`src/rtl/imem_loader_pkg.sv`:
```
// ---------------------------------------------------------------------------
// imem_loader_pkg
//   Shared types and constants for the instruction-memory loader.
//   - ldr_state_e : loader FSM encoding (3 bits, LDR_IDLE .. LDR_CHK)
//   - LDR_LEN_W   : width of the image length field (words)
//   - LDR_WORD_W  : instruction word width (only 32 is supported)
//   - ldr_chk_fold: running checksum update (XOR of payload bytes)
// ---------------------------------------------------------------------------
package imem_loader_pkg;

  typedef enum logic [2:0] {
    LDR_IDLE   = 3'd0,
    LDR_LEN_HI = 3'd1,
    LDR_LEN_LO = 3'd2,
    LDR_DATA   = 3'd3,
    LDR_DONE   = 3'd4,
    LDR_CHK    = 3'd5
  } ldr_state_e;

  localparam int LDR_LEN_W  = 16;
  localparam int LDR_WORD_W = 32;

  // Fold one payload byte into the running XOR checksum.
  function automatic logic [7:0] ldr_chk_fold(input logic [7:0] acc, input logic [7:0] b);
    return acc ^ b;
  endfunction

endpackage

```
`src/rtl/imem_loader_byte_packer.sv`:
```
// ---------------------------------------------------------------------------
// imem_loader_byte_packer
//   Shifts in 8-bit bytes and presents a big-endian 32-bit word together with
//   a one-cycle word_valid_o on the handshake of every 4th byte.
//   Ports:
//     clk, rst_n     clock, synchronous active-low reset
//     clr_i          drop any partially assembled word
//     byte_valid_i   a byte is accepted this cycle
//     byte_i         the byte
//     word_valid_o   this byte completes a word (combinational)
//     word_o         {byte0, byte1, byte2, byte3}; valid with word_valid_o
// ---------------------------------------------------------------------------
module imem_loader_byte_packer
  import imem_loader_pkg::*;
(
  input  logic                  clk,
  input  logic                  rst_n,
  input  logic                  clr_i,
  input  logic                  byte_valid_i,
  input  logic [7:0]            byte_i,
  output logic                  word_valid_o,
  output logic [LDR_WORD_W-1:0] word_o
);

  logic [23:0] shift_q;
  logic [1:0]  cnt_q;

  // Byte shift register and 2-bit byte count; count wraps after the 4th byte.
  always_ff @(posedge clk) begin
    if (!rst_n) begin
      shift_q <= 24'h000000;
      cnt_q   <= 2'd0;
    end else if (clr_i) begin
      shift_q <= 24'h000000;
      cnt_q   <= 2'd0;
    end else if (byte_valid_i) begin
      shift_q <= {shift_q[15:0], byte_i};
      cnt_q   <= cnt_q + 2'd1;
    end else begin
      shift_q <= shift_q;
      cnt_q   <= cnt_q;
    end
  end

  // The 4th byte is taken straight from the input so the word is ready in
  // the same cycle as its last handshake.
  assign word_valid_o = byte_valid_i && (cnt_q == 2'd3);
  assign word_o       = {shift_q, byte_i};

endmodule

```
`src/rtl/imem_loader.sv`:
```
// ---------------------------------------------------------------------------
// imem_loader
//   Loads a framed byte stream into the CPU instruction memory and holds the
//   CPU in reset until a good image has been written.
//   Frame: LEN_HI, LEN_LO (N words), then 4*N big-endian payload bytes and,
//   when IMEM_LOADER_CHECKSUM_EN is defined, one XOR checksum byte.
//   Ports:
//     clk, rst_n     clock, synchronous active-low reset
//     start          arm a load (ignored while busy)
//     in_valid/in_data/in_ready   byte stream handshake
//     imem_we/imem_waddr/imem_wdata   one-cycle imem write per word
//     cpu_hold       hold CPU in reset (1 until a clean load completes)
//     busy, done, err             load status (done/err sticky until start)
//     words_loaded   number of words actually written
//   Optional feature macro: IMEM_LOADER_CHECKSUM_EN
// ---------------------------------------------------------------------------
module imem_loader
  import imem_loader_pkg::*;
#(
  parameter int IMEM_AW   = 8,
  parameter int INSTR_LEN = 32
) (
  input  logic                 clk,
  input  logic                 rst_n,
  input  logic                 start,
  input  logic                 in_valid,
  input  logic [7:0]           in_data,
  output logic                 in_ready,
  output logic                 imem_we,
  output logic [IMEM_AW-1:0]   imem_waddr,
  output logic [INSTR_LEN-1:0] imem_wdata,
  output logic                 cpu_hold,
  output logic                 busy,
  output logic                 done,
  output logic                 err,
  output logic [IMEM_AW:0]     words_loaded
);

  localparam logic [LDR_LEN_W:0] DEPTH_C = 17'd1 << IMEM_AW;
  localparam logic [IMEM_AW:0]   WL_ONE  = {{IMEM_AW{1'b0}}, 1'b1};

  ldr_state_e             state_q, state_d;
  logic [7:0]             len_hi_q, len_hi_d;
  logic [LDR_LEN_W-1:0]   len_q, len_d;
  logic [LDR_LEN_W-1:0]   word_cnt_q, word_cnt_d;
  logic                   rdy_q, rdy_d;
  logic                   we_q, we_d;
  logic [IMEM_AW-1:0]     waddr_q, waddr_d;
  logic [INSTR_LEN-1:0]   wdata_q, wdata_d;
  logic                   hold_q, hold_d;
  logic                   busy_q, busy_d;
  logic                   done_q, done_d;
  logic                   err_q, err_d;
  logic [IMEM_AW:0]       wl_q, wl_d;
`ifdef IMEM_LOADER_CHECKSUM_EN
  logic [7:0]             chk_q, chk_d;
`endif

  logic                   hs_s;
  logic                   pk_clr_s;
  logic                   pk_valid_s;
  logic                   pk_word_valid_s;
  logic [LDR_WORD_W-1:0]  pk_word_s;
  logic [LDR_LEN_W-1:0]   n_s;

  assign hs_s = in_valid && rdy_q;
  assign n_s  = {len_hi_q, in_data};

  imem_loader_byte_packer u_packer (
    .clk          (clk),
    .rst_n        (rst_n),
    .clr_i        (pk_clr_s),
    .byte_valid_i (pk_valid_s),
    .byte_i       (in_data),
    .word_valid_o (pk_word_valid_s),
    .word_o       (pk_word_s)
  );

  // Next-state, counters, write strobe and status.
  always_comb begin
    state_d    = state_q;
    len_hi_d   = len_hi_q;
    len_d      = len_q;
    word_cnt_d = word_cnt_q;
    we_d       = 1'b0;
    waddr_d    = waddr_q;
    wdata_d    = wdata_q;
    hold_d     = hold_q;
    busy_d     = busy_q;
    done_d     = done_q;
    err_d      = err_q;
    wl_d       = wl_q;
    pk_clr_s   = 1'b0;
    pk_valid_s = 1'b0;
`ifdef IMEM_LOADER_CHECKSUM_EN
    chk_d      = chk_q;
`endif

    case (state_q)
      LDR_IDLE, LDR_DONE: begin
        if (start) begin
          state_d    = LDR_LEN_HI;
          len_hi_d   = 8'h00;
          len_d      = '0;
          word_cnt_d = '0;
          done_d     = 1'b0;
          err_d      = 1'b0;
          wl_d       = '0;
          busy_d     = 1'b1;
          hold_d     = 1'b1;
          pk_clr_s   = 1'b1;
`ifdef IMEM_LOADER_CHECKSUM_EN
          chk_d      = 8'h00;
`endif
        end else begin
          state_d = state_q;
        end
      end

      LDR_LEN_HI: begin
        if (hs_s) begin
          len_hi_d = in_data;
          state_d  = LDR_LEN_LO;
        end else begin
          state_d  = state_q;
        end
      end

      LDR_LEN_LO: begin
        if (hs_s) begin
          len_d = n_s;
          // Oversized image: flag now, keep consuming, suppress writes past depth.
          if ({1'b0, n_s} > DEPTH_C) begin
            err_d = 1'b1;
          end else begin
            err_d = err_q;
          end
          if (n_s == '0) begin
`ifdef IMEM_LOADER_CHECKSUM_EN
            state_d = LDR_CHK;
`else
            state_d = LDR_DONE;
            busy_d  = 1'b0;
            done_d  = 1'b1;
            hold_d  = err_d;
`endif
          end else begin
            state_d = LDR_DATA;
          end
        end else begin
          state_d = state_q;
        end
      end

      LDR_DATA: begin
        if (hs_s) begin
          pk_valid_s = 1'b1;
`ifdef IMEM_LOADER_CHECKSUM_EN
          chk_d = ldr_chk_fold(chk_q, in_data);
`endif
          if (pk_word_valid_s) begin
            if ({1'b0, word_cnt_q} < DEPTH_C) begin
              we_d    = 1'b1;
              waddr_d = word_cnt_q[IMEM_AW-1:0];
              wdata_d = pk_word_s;
              wl_d    = wl_q + WL_ONE;
            end else begin
              we_d    = 1'b0;
            end
            word_cnt_d = word_cnt_q + 16'd1;
            if (word_cnt_d == len_q) begin
`ifdef IMEM_LOADER_CHECKSUM_EN
              state_d = LDR_CHK;
`else
              state_d = LDR_DONE;
              busy_d  = 1'b0;
              done_d  = 1'b1;
              hold_d  = err_d;
`endif
            end else begin
              state_d = state_q;
            end
          end else begin
            state_d = state_q;
          end
        end else begin
          state_d = state_q;
        end
      end

      LDR_CHK: begin
`ifdef IMEM_LOADER_CHECKSUM_EN
        if (hs_s) begin
          if (in_data != chk_q) begin
            err_d = 1'b1;
          end else begin
            err_d = err_q;
          end
          state_d = LDR_DONE;
          busy_d  = 1'b0;
          done_d  = 1'b1;
          hold_d  = err_d;
        end else begin
          state_d = state_q;
        end
`else
        // Unreachable without the checksum; recover to a safe idle.
        state_d = LDR_IDLE;
        busy_d  = 1'b0;
        hold_d  = 1'b1;
`endif
      end

      default: begin
        state_d = LDR_IDLE;
        busy_d  = 1'b0;
        hold_d  = 1'b1;
      end
    endcase

    // Stream is accepted in every active state; no backpressure is needed.
    rdy_d = (state_d == LDR_LEN_HI) || (state_d == LDR_LEN_LO) ||
            (state_d == LDR_DATA)   || (state_d == LDR_CHK);
  end

  // State and output registers.
  always_ff @(posedge clk) begin
    if (!rst_n) begin
      state_q    <= LDR_IDLE;
      len_hi_q   <= 8'h00;
      len_q      <= '0;
      word_cnt_q <= '0;
      rdy_q      <= 1'b0;
      we_q       <= 1'b0;
      waddr_q    <= '0;
      wdata_q    <= '0;
      hold_q     <= 1'b1;
      busy_q     <= 1'b0;
      done_q     <= 1'b0;
      err_q      <= 1'b0;
      wl_q       <= '0;
`ifdef IMEM_LOADER_CHECKSUM_EN
      chk_q      <= 8'h00;
`endif
    end else begin
      state_q    <= state_d;
      len_hi_q   <= len_hi_d;
      len_q      <= len_d;
      word_cnt_q <= word_cnt_d;
      rdy_q      <= rdy_d;
      we_q       <= we_d;
      waddr_q    <= waddr_d;
      wdata_q    <= wdata_d;
      hold_q     <= hold_d;
      busy_q     <= busy_d;
      done_q     <= done_d;
      err_q      <= err_d;
      wl_q       <= wl_d;
`ifdef IMEM_LOADER_CHECKSUM_EN
      chk_q      <= chk_d;
`endif
    end
  end

  assign in_ready     = rdy_q;
  assign imem_we      = we_q;
  assign imem_waddr   = waddr_q;
  assign imem_wdata   = wdata_q;
  assign cpu_hold     = hold_q;
  assign busy         = busy_q;
  assign done         = done_q;
  assign err          = err_q;
  assign words_loaded = wl_q;

endmodule
```
`config.mk`:
```
export PLATFORM = sky130hd
export DESIGN_NAME = imem_loader
export DESIGN_NICKNAME = d
export VERILOG_FILES = /design/src/rtl/imem_loader_pkg.sv /design/src/rtl/imem_loader_byte_packer.sv /design/src/rtl/imem_loader.sv
export SDC_FILE = /design/constraint.sdc
export NUM_CORES = 1
export LEC_CHECK = 0
export CORE_MARGIN = 2
export CORE_UTILIZATION = 25
export DETAILED_ROUTE_END_ITERATION = 8
export GPL_TIMING_DRIVEN = 0
export PLACE_DENSITY = 0.53
export SYNTH_ARGS = -nofsm -noshare
export SYNTH_HDL_FRONTEND = slang
export SYNTH_HIERARCHICAL = 1
export SYNTH_SLANG_ARGS = --single-unit
```
`constraint.sdc`:
```
create_clock -name clk -period 3.5 [get_ports clk]
set_input_delay 0.7 -clock clk [delete_from_list [all_inputs] [get_ports clk]]
set_output_delay 0.7 -clock clk [all_outputs]
set_load 0.01 [all_outputs]
```
==> metrics.yaml, run 1 <==
tightest_slew_ns: 0.870
synth-main-ff-cell: "dfxtp_1"
timing.critical_path.buf_inv: 4
synth_area_leader_cell: "dfxtp_1"
syn-num-nets: 700
syn_avg_cell_area_sq_um: 8.37
place.gp.congestion: 0.847
synth_cell_types: 62
synth.most_common_cell: "nand2_1"
p_per_area_nw_per_um2: 471
drv_cap: 0
design.core.area_sq_um: 22600
rsz0062_at_grt: "no"
max_freq_mhz: 307
setup_viol: 0
synth_edf_count: 0
dieArea_sq_um: 24200
seq_area_frac_synth: 0.433
end_kind: "register"
dp_hpwl_um: 11900
arrival_ns: 3.61
vias: 4991
synth_cells: 685
grtUsageTotal: 0.143
yosys_warnings: 6
initial_utilization: 0.254
cp_max_fo: 10
final-hold-violation-count: 0
hold_class: "reg2reg"
synth_common_cells: "nand2_1, dfxtp_1, a21boi_0"
max_stage_delay_ns: 0.55
clock-root-buffer: "clkbuf_16"
fin_crit_ns: 3.26
rows: 55
clk_path_buf_depth: 2
critPathKind: "in2reg"
async_flop_share: 0
slowest_stage: "clkdlybuf4s50_1"
diodes: 0
drc: 0
grt_pass1_wl_um: 27000
grt_pass1_vias: 4879
grt_max_degree: 17
stdcell_count: 1068
htreeDepth: 4
cts_buffers: 17
clkSlewWorstSetupHoldPaths_ns: 0.06
cp-start-kind: "primary input"
final_util: 0.327
r2r_slack_ns: 0.33
antenna_left: 0
clkLatencyLatePin_ns: 0.43
yosys.area.top_type_share: 0.433
slew_viol_final: 0
period_share: 0.931
status: "finished, final reports clean"
synthTopCellsByArea: "dfxtp_1, a21boi_0, nand2_1"
leakage_nw: 2.51
grt.overflow.total: 0
cp_common_cell: "nand2_1"
crit_path_cell_trace: "clkdlybuf4s50_1, nand2_1, nor2_1, buf_6, buf_12, and2_1, nand3_1, nand4bb_1, clkbuf_2, nand2_1, nand4_1, or3_1, a21oi_1"
cp_top_family: "simple AND/OR/NAND/NOR gates"
cp_data_required_time_ns: 3.85
max-slew-margin-rel: 0.416
port_buffers: 66
dr.pass1.iters: 5
ir_worst_vdd_mv: 0.445
drt-initial-drc-count: 308
final_layout_size_suffix_gt1_frac: 0.0907
viasPerCell: 4.67
fp.dieW_um: 155
place_inst: 1036
yosys_register_bits: 124
routed_wirelength_um: 16700
timing.hold.ws_ns: 0.463
cts_tree: "yes"
fin_nets: 785
post_drt_wl_per_cell_um: 15.6
area_growth_pct: 28.7
pin_count: 67
design_area_sq_um: 7380
antenna_found_initial: 0
post_cts_buffers: 0
place_area_sq_um: 6750
die_height_um: 155
syn_area_sq_um: 5740
skew_ns: 0.0168
cts.sinks: 124
-- sequential cells by signal, indices dropped and copies added, names as in the netlist --
signal,cells
u_packer/cnt_q,2
err,1
len_hi_q,8
busy,1
imem_wdata,32
u_packer/shift_q,24
done,1
cpu_hold,1
imem_we,1
len_q,16
word_cnt_q,16
state_q,3
in_ready,1
words_loaded,9
imem_waddr,8
-- power breakdown --
part	total (W)	internal, W	switching (W)
logic	0.000186	0.0000654	0.000121
registers	0.00143	0.00142	0.00000771
clock network	0.00186	0.00118	0.000682
-- routing by layer --
metal	up-vias	global-route usage	part of all wire	routed length, um
met3	14	0.0318	0.036	605
met2	101	0.231	0.47	7820
met1	2342	0.194	0.49	8100
met4	0	0.0349	0.0098	164
met5	-	0	0	0
li1	2534	-	-	-
-- per-stage QoR --
stage / worst slack [ns] / setup TNS (ns) / total power, W
5_1_grt: 0.0227 / 0 / 0.00359
4_1_cts: 0.180 / 0 / 0.00352
3_3_place_gp: -0.235 / -8.28 / 0.00165
3_5_place_dp: -0.216 / -8.22 / 0.00164
6_report: 0.240 / 0 / 0.00348
2_1_floorplan: 0.847 / 0 / 0.00156
-- placed cells by master, fill, tap and decap left out, drive strengths merged, types with 4 or more instances in the layout --
cell type / count
and3: 10
dfxtp: 124
a21oi: 20
inv: 8
nand2b: 4
xor2: 14
nand2: 134
xnor2: 12
nand3: 39
nor4: 9
nor2: 55
clkdlybuf4s50: 66
a31oi: 5
and2: 4
nand4: 9
nor3: 9
clkbuf: 56
a21boi: 70
nor2b: 11
or4: 4
o21ai: 24
mux2i: 27
or3: 4
buf: 22
-- cell type report --
class	count	area, sq um
Fill cell	2402	15200
Multi-Input combinational cell	498	2920
Sequential cell	124	2480
Timing Repair Buffer	66	661
Clock buffer	20	467
Tap cell	285	357
Buffer	58	327
Clock inverter	12	158
Inverter	5	18.8
-- final timing paths --
kind / from / cells after the start / end
max: in_valid / 13 / words_loaded[7]
min: imem_wdata[28] / 2 / imem_wdata[28]
max reg2reg: state_q[0] / 13 / words_loaded[7]
min reg2reg: imem_wdata[28] / 2 / imem_wdata[28]
-- repair_timing --
action | 4_1_cts | 5_1_grt
hold buffers | 0 | 0
gates resized for setup | 0 | 9
endpoints found under the hold margin | 0 | 0
setup endpoints to repair | 0 | 14
-- kinds of logic after synthesis --
kind of cell	after synthesis	share of synthesized area
xor gates and xnor gates	26	0.0397
DFF	124	0.433
and+or+nand+nor	302	0.245
muxes	27	0.0471
buffers and inverters	63	0.0591
adders and majority gates	3	0.00654
AOI/OAI and AO/OA	140	0.170
-- worst register-to-register path: cells and delay by family, from the launching register on --
kind | cells | cell delay [ns]
AO/OA/AOI/OAI | 1 | 0.14
buffers and inverters | 4 | 0.89
flip-flops | 1 | 0.30
AND/OR/NAND/NOR | 8 | 1.76
(Power assumes the default switching activity.)
==> run 2, diff against run 1 <==
- GPL_ROUTABILITY_DRIVEN: unset -> 1
==> results of run 2 <==
The final DEF is identical to that of run 1; final timing and power are the same.
==> run 3, diff against run 2 <==
- SETUP_SLACK_MARGIN: unset -> 0.5
==> metrics.yaml, run 3 (synthesis results as in run 1) <==
status: "finished, final reports clean"
skew_ns: 0.0194  # +0.00260 ns
antenna_found_initial: 0  # unchanged
clk_path_buf_depth: 2  # unchanged
dieArea_sq_um: 24200  # unchanged
multi_input_area_sq_um: 2950  # +1.1%
fp.dieW_um: 155  # unchanged
diodes: 0  # unchanged
grt_pass1_vias: 4921  # +0.86%
max-slew-margin-rel: 0.419  # +0.00384
combPwrFrac: 0.054  # about the same
drv_cap: 0  # unchanged
leakage_nw: 2.54  # +0.96%
place_area_sq_um: 6750  # unchanged
cp_max_fo: 8  # -2
drt-initial-drc-count: 323  # +4.9%
cts_buffers: 17  # unchanged
cp-start-kind: "register"
regArea_sq_um: 2480  # +0.10%
area_growth_pct: 29.8
grtUsageTotal: 0.143  # +0.000354
grt_pass1_wl_um: 27100  # +0.28%
hold_class: "reg2reg"
grt_max_degree: 17  # unchanged
total_power_w: 0.00348  # about the same
clock-root-buffer: "clkbuf_16"
pin_count: 67  # unchanged
design.core.area_sq_um: 22600  # unchanged
port_buffers: 66  # unchanged
final_layout_size_suffix_gt1_frac: 0.107  # +0.0162
period_share: 0.819  # -0.113
crit_path_cell_trace: "ha_2, and3_1, buf_6, nand2_4, or4_1, a2111o_1, a2111o_1, o21ai_2, nand3_1"
design_area_sq_um: 7450  # +0.85%
grt.overflow.total: 0  # unchanged
stdcell_count: 1071  # +0.28%
fillers: 2404  # +0.083%
fin_crit_ns: 2.87  # -0.394 ns
htreeDepth: 4  # unchanged
cp_data_required_time_ns: 3.81  # -0.04 ns
final_util: 0.330  # +0.00277
p_per_area_nw_per_um2: 467  # -0.81%
cp_top_family: "compound AO/OA/AOI/OAI gates"
clkLatencyLatePin_ns: 0.42  # about the same
cts_tree: "yes"
critPathKind: "reg2reg"
dr.pass1.iters: 4  # -1
ir_worst_vdd_mv: 0.436  # -2.0%
initial_utilization: 0.254  # unchanged
rows: 55  # unchanged
cts.sinks: 124  # unchanged
place.gp.congestion: 0.847  # unchanged
die_height_um: 155  # unchanged
pwr-share-clk: 0.535  # about the same
routed_wirelength_um: 16800  # +0.50%
viasPerCell: 4.68  # +0.14%
end_kind: "register"
antenna_left: 0  # unchanged
cp_common_cell: "a2111o_1"
max_stage_delay_ns: 0.53  # -0.02 ns
hold_buffers: 0  # unchanged
final-hold-violation-count: 0  # unchanged
drc: 0  # unchanged
timing.critical_path.buf_inv: 1  # -3
intPower_w: 0.00267  # about the same
arrival_ns: 3.17  # -0.44 ns
fin_nets: 788  # +0.38%
seq_power_share: 0.411  # about the same
sw_frac_of_total: 0.233  # about the same
final_common_cell: "nand2_1"
setup_viol: 0  # unchanged
max_freq_mhz: 349  # +14%
post_drt_wl_per_cell_um: 15.7  # +0.22%
rsz0062_at_grt: "yes"
place_inst: 1036  # unchanged
tightest_slew_ns: 0.864  # -0.00572 ns
slew_viol_final: 0  # unchanged
p_sw_w: 0.000810  # about the same
clkSlewWorstSetupHoldPaths_ns: 0.06  # about the same
slowest_stage: "or4_1"
layout_common_cells: "nand2_1, dfxtp_1, a21boi_0, clkdlybuf4s50_1, nor2_1"
dp_hpwl_um: 11900  # unchanged
vias: 5012  # +0.42%
largest_reg_flops: 32  # unchanged
r2r_slack_ns: 0.63  # +0.30 ns
[run 3: changes by cell type in the layout (fill, tap and decap cells not counted), sizes merged]
cell | before | now
clkdlybuf4s15 | 0 | 1
buf | 22 | 26
clkdlybuf4s50 | 66 | 65
clkbuf | 56 | 55
[run 3: repair_timing]
action / 4_1_cts / 5_1_grt
setup buffers: 1 / 2
pin swaps: 1 / 1
cloned: 0 / 0
resized for setup: 13 / 8
endpoints found under the setup margin: 63 / 64
endpoints found under the hold margin: 0 / 0
[run 3: metal layers]
| layer | vias up | GRT usage | share of wire |
|---|---|---|---|
| li1 | 2538 | - | - |
| met1 | 2345 | 0.193 | 0.48 |
| met2 | 113 | 0.232 | 0.47 |
| met3 | 16 | 0.0326 | 0.035 |
| met4 | 0 | 0.0380 | 0.011 |
| met5 | - | 0 | 0 |
[run 3: metrics by stage]
step / hold WS, ns / setup slack, ns / setup TNS, ns
after floorplan: 0.443 / 0.847 / 0
final: 0.463 / 0.634 / 0
after CTS: 0.468 / 0.515 / 0
after detailed placement: 0.458 / -0.216 / -8.22
after global routing: 0.481 / 0.487 / 0
after global placement: 0.450 / -0.235 / -8.28
[run 3: worst paths after layout]
| path | start | end | cells after the start |
|---|---|---|---|
| worst min register to register | imem_wdata[28] | imem_wdata[28] | 2 |
| worst min-delay path | imem_wdata[28] | imem_wdata[28] | 2 |
| worst max register to register | word_cnt_q[0] | in_ready | 9 |
| worst max-delay path | word_cnt_q[0] | in_ready | 9 |
[run 3: cell type report]
type,instances,area share
multi-input cells,498,0.396
flip-flops and latches,124,0.334
repair buffers,69,0.0917
clock buffers,20,0.0627
well taps,285,0.0479
plain buffers,58,0.0447
clock inverters,12,0.0212
inverters,5,0.00252
[run 3: power by group through the flow]
stage                     Sequential (W)  Clock, W  Combinational (W)
final                            0.00143   0.00186           0.000188
after global routing             0.00143   0.00196           0.000206
after detailed placement         0.00146         0           0.000186
after global placement           0.00146         0           0.000186
after floorplan                  0.00146         0           0.000106
after CTS                        0.00143   0.00190           0.000187
[run 3: worst register-to-register path: cells and delay by family (launching register included)]
kind / cells / cell delay (ns)
AO/OA/AOI/OAI: 3 / 1.03
adder cells (fa/ha/maj): 1 / 0.29
buffers and inverters: 1 / 0.13
flip-flops: 1 / 0.43
AND/OR/NAND/NOR: 4 / 0.88
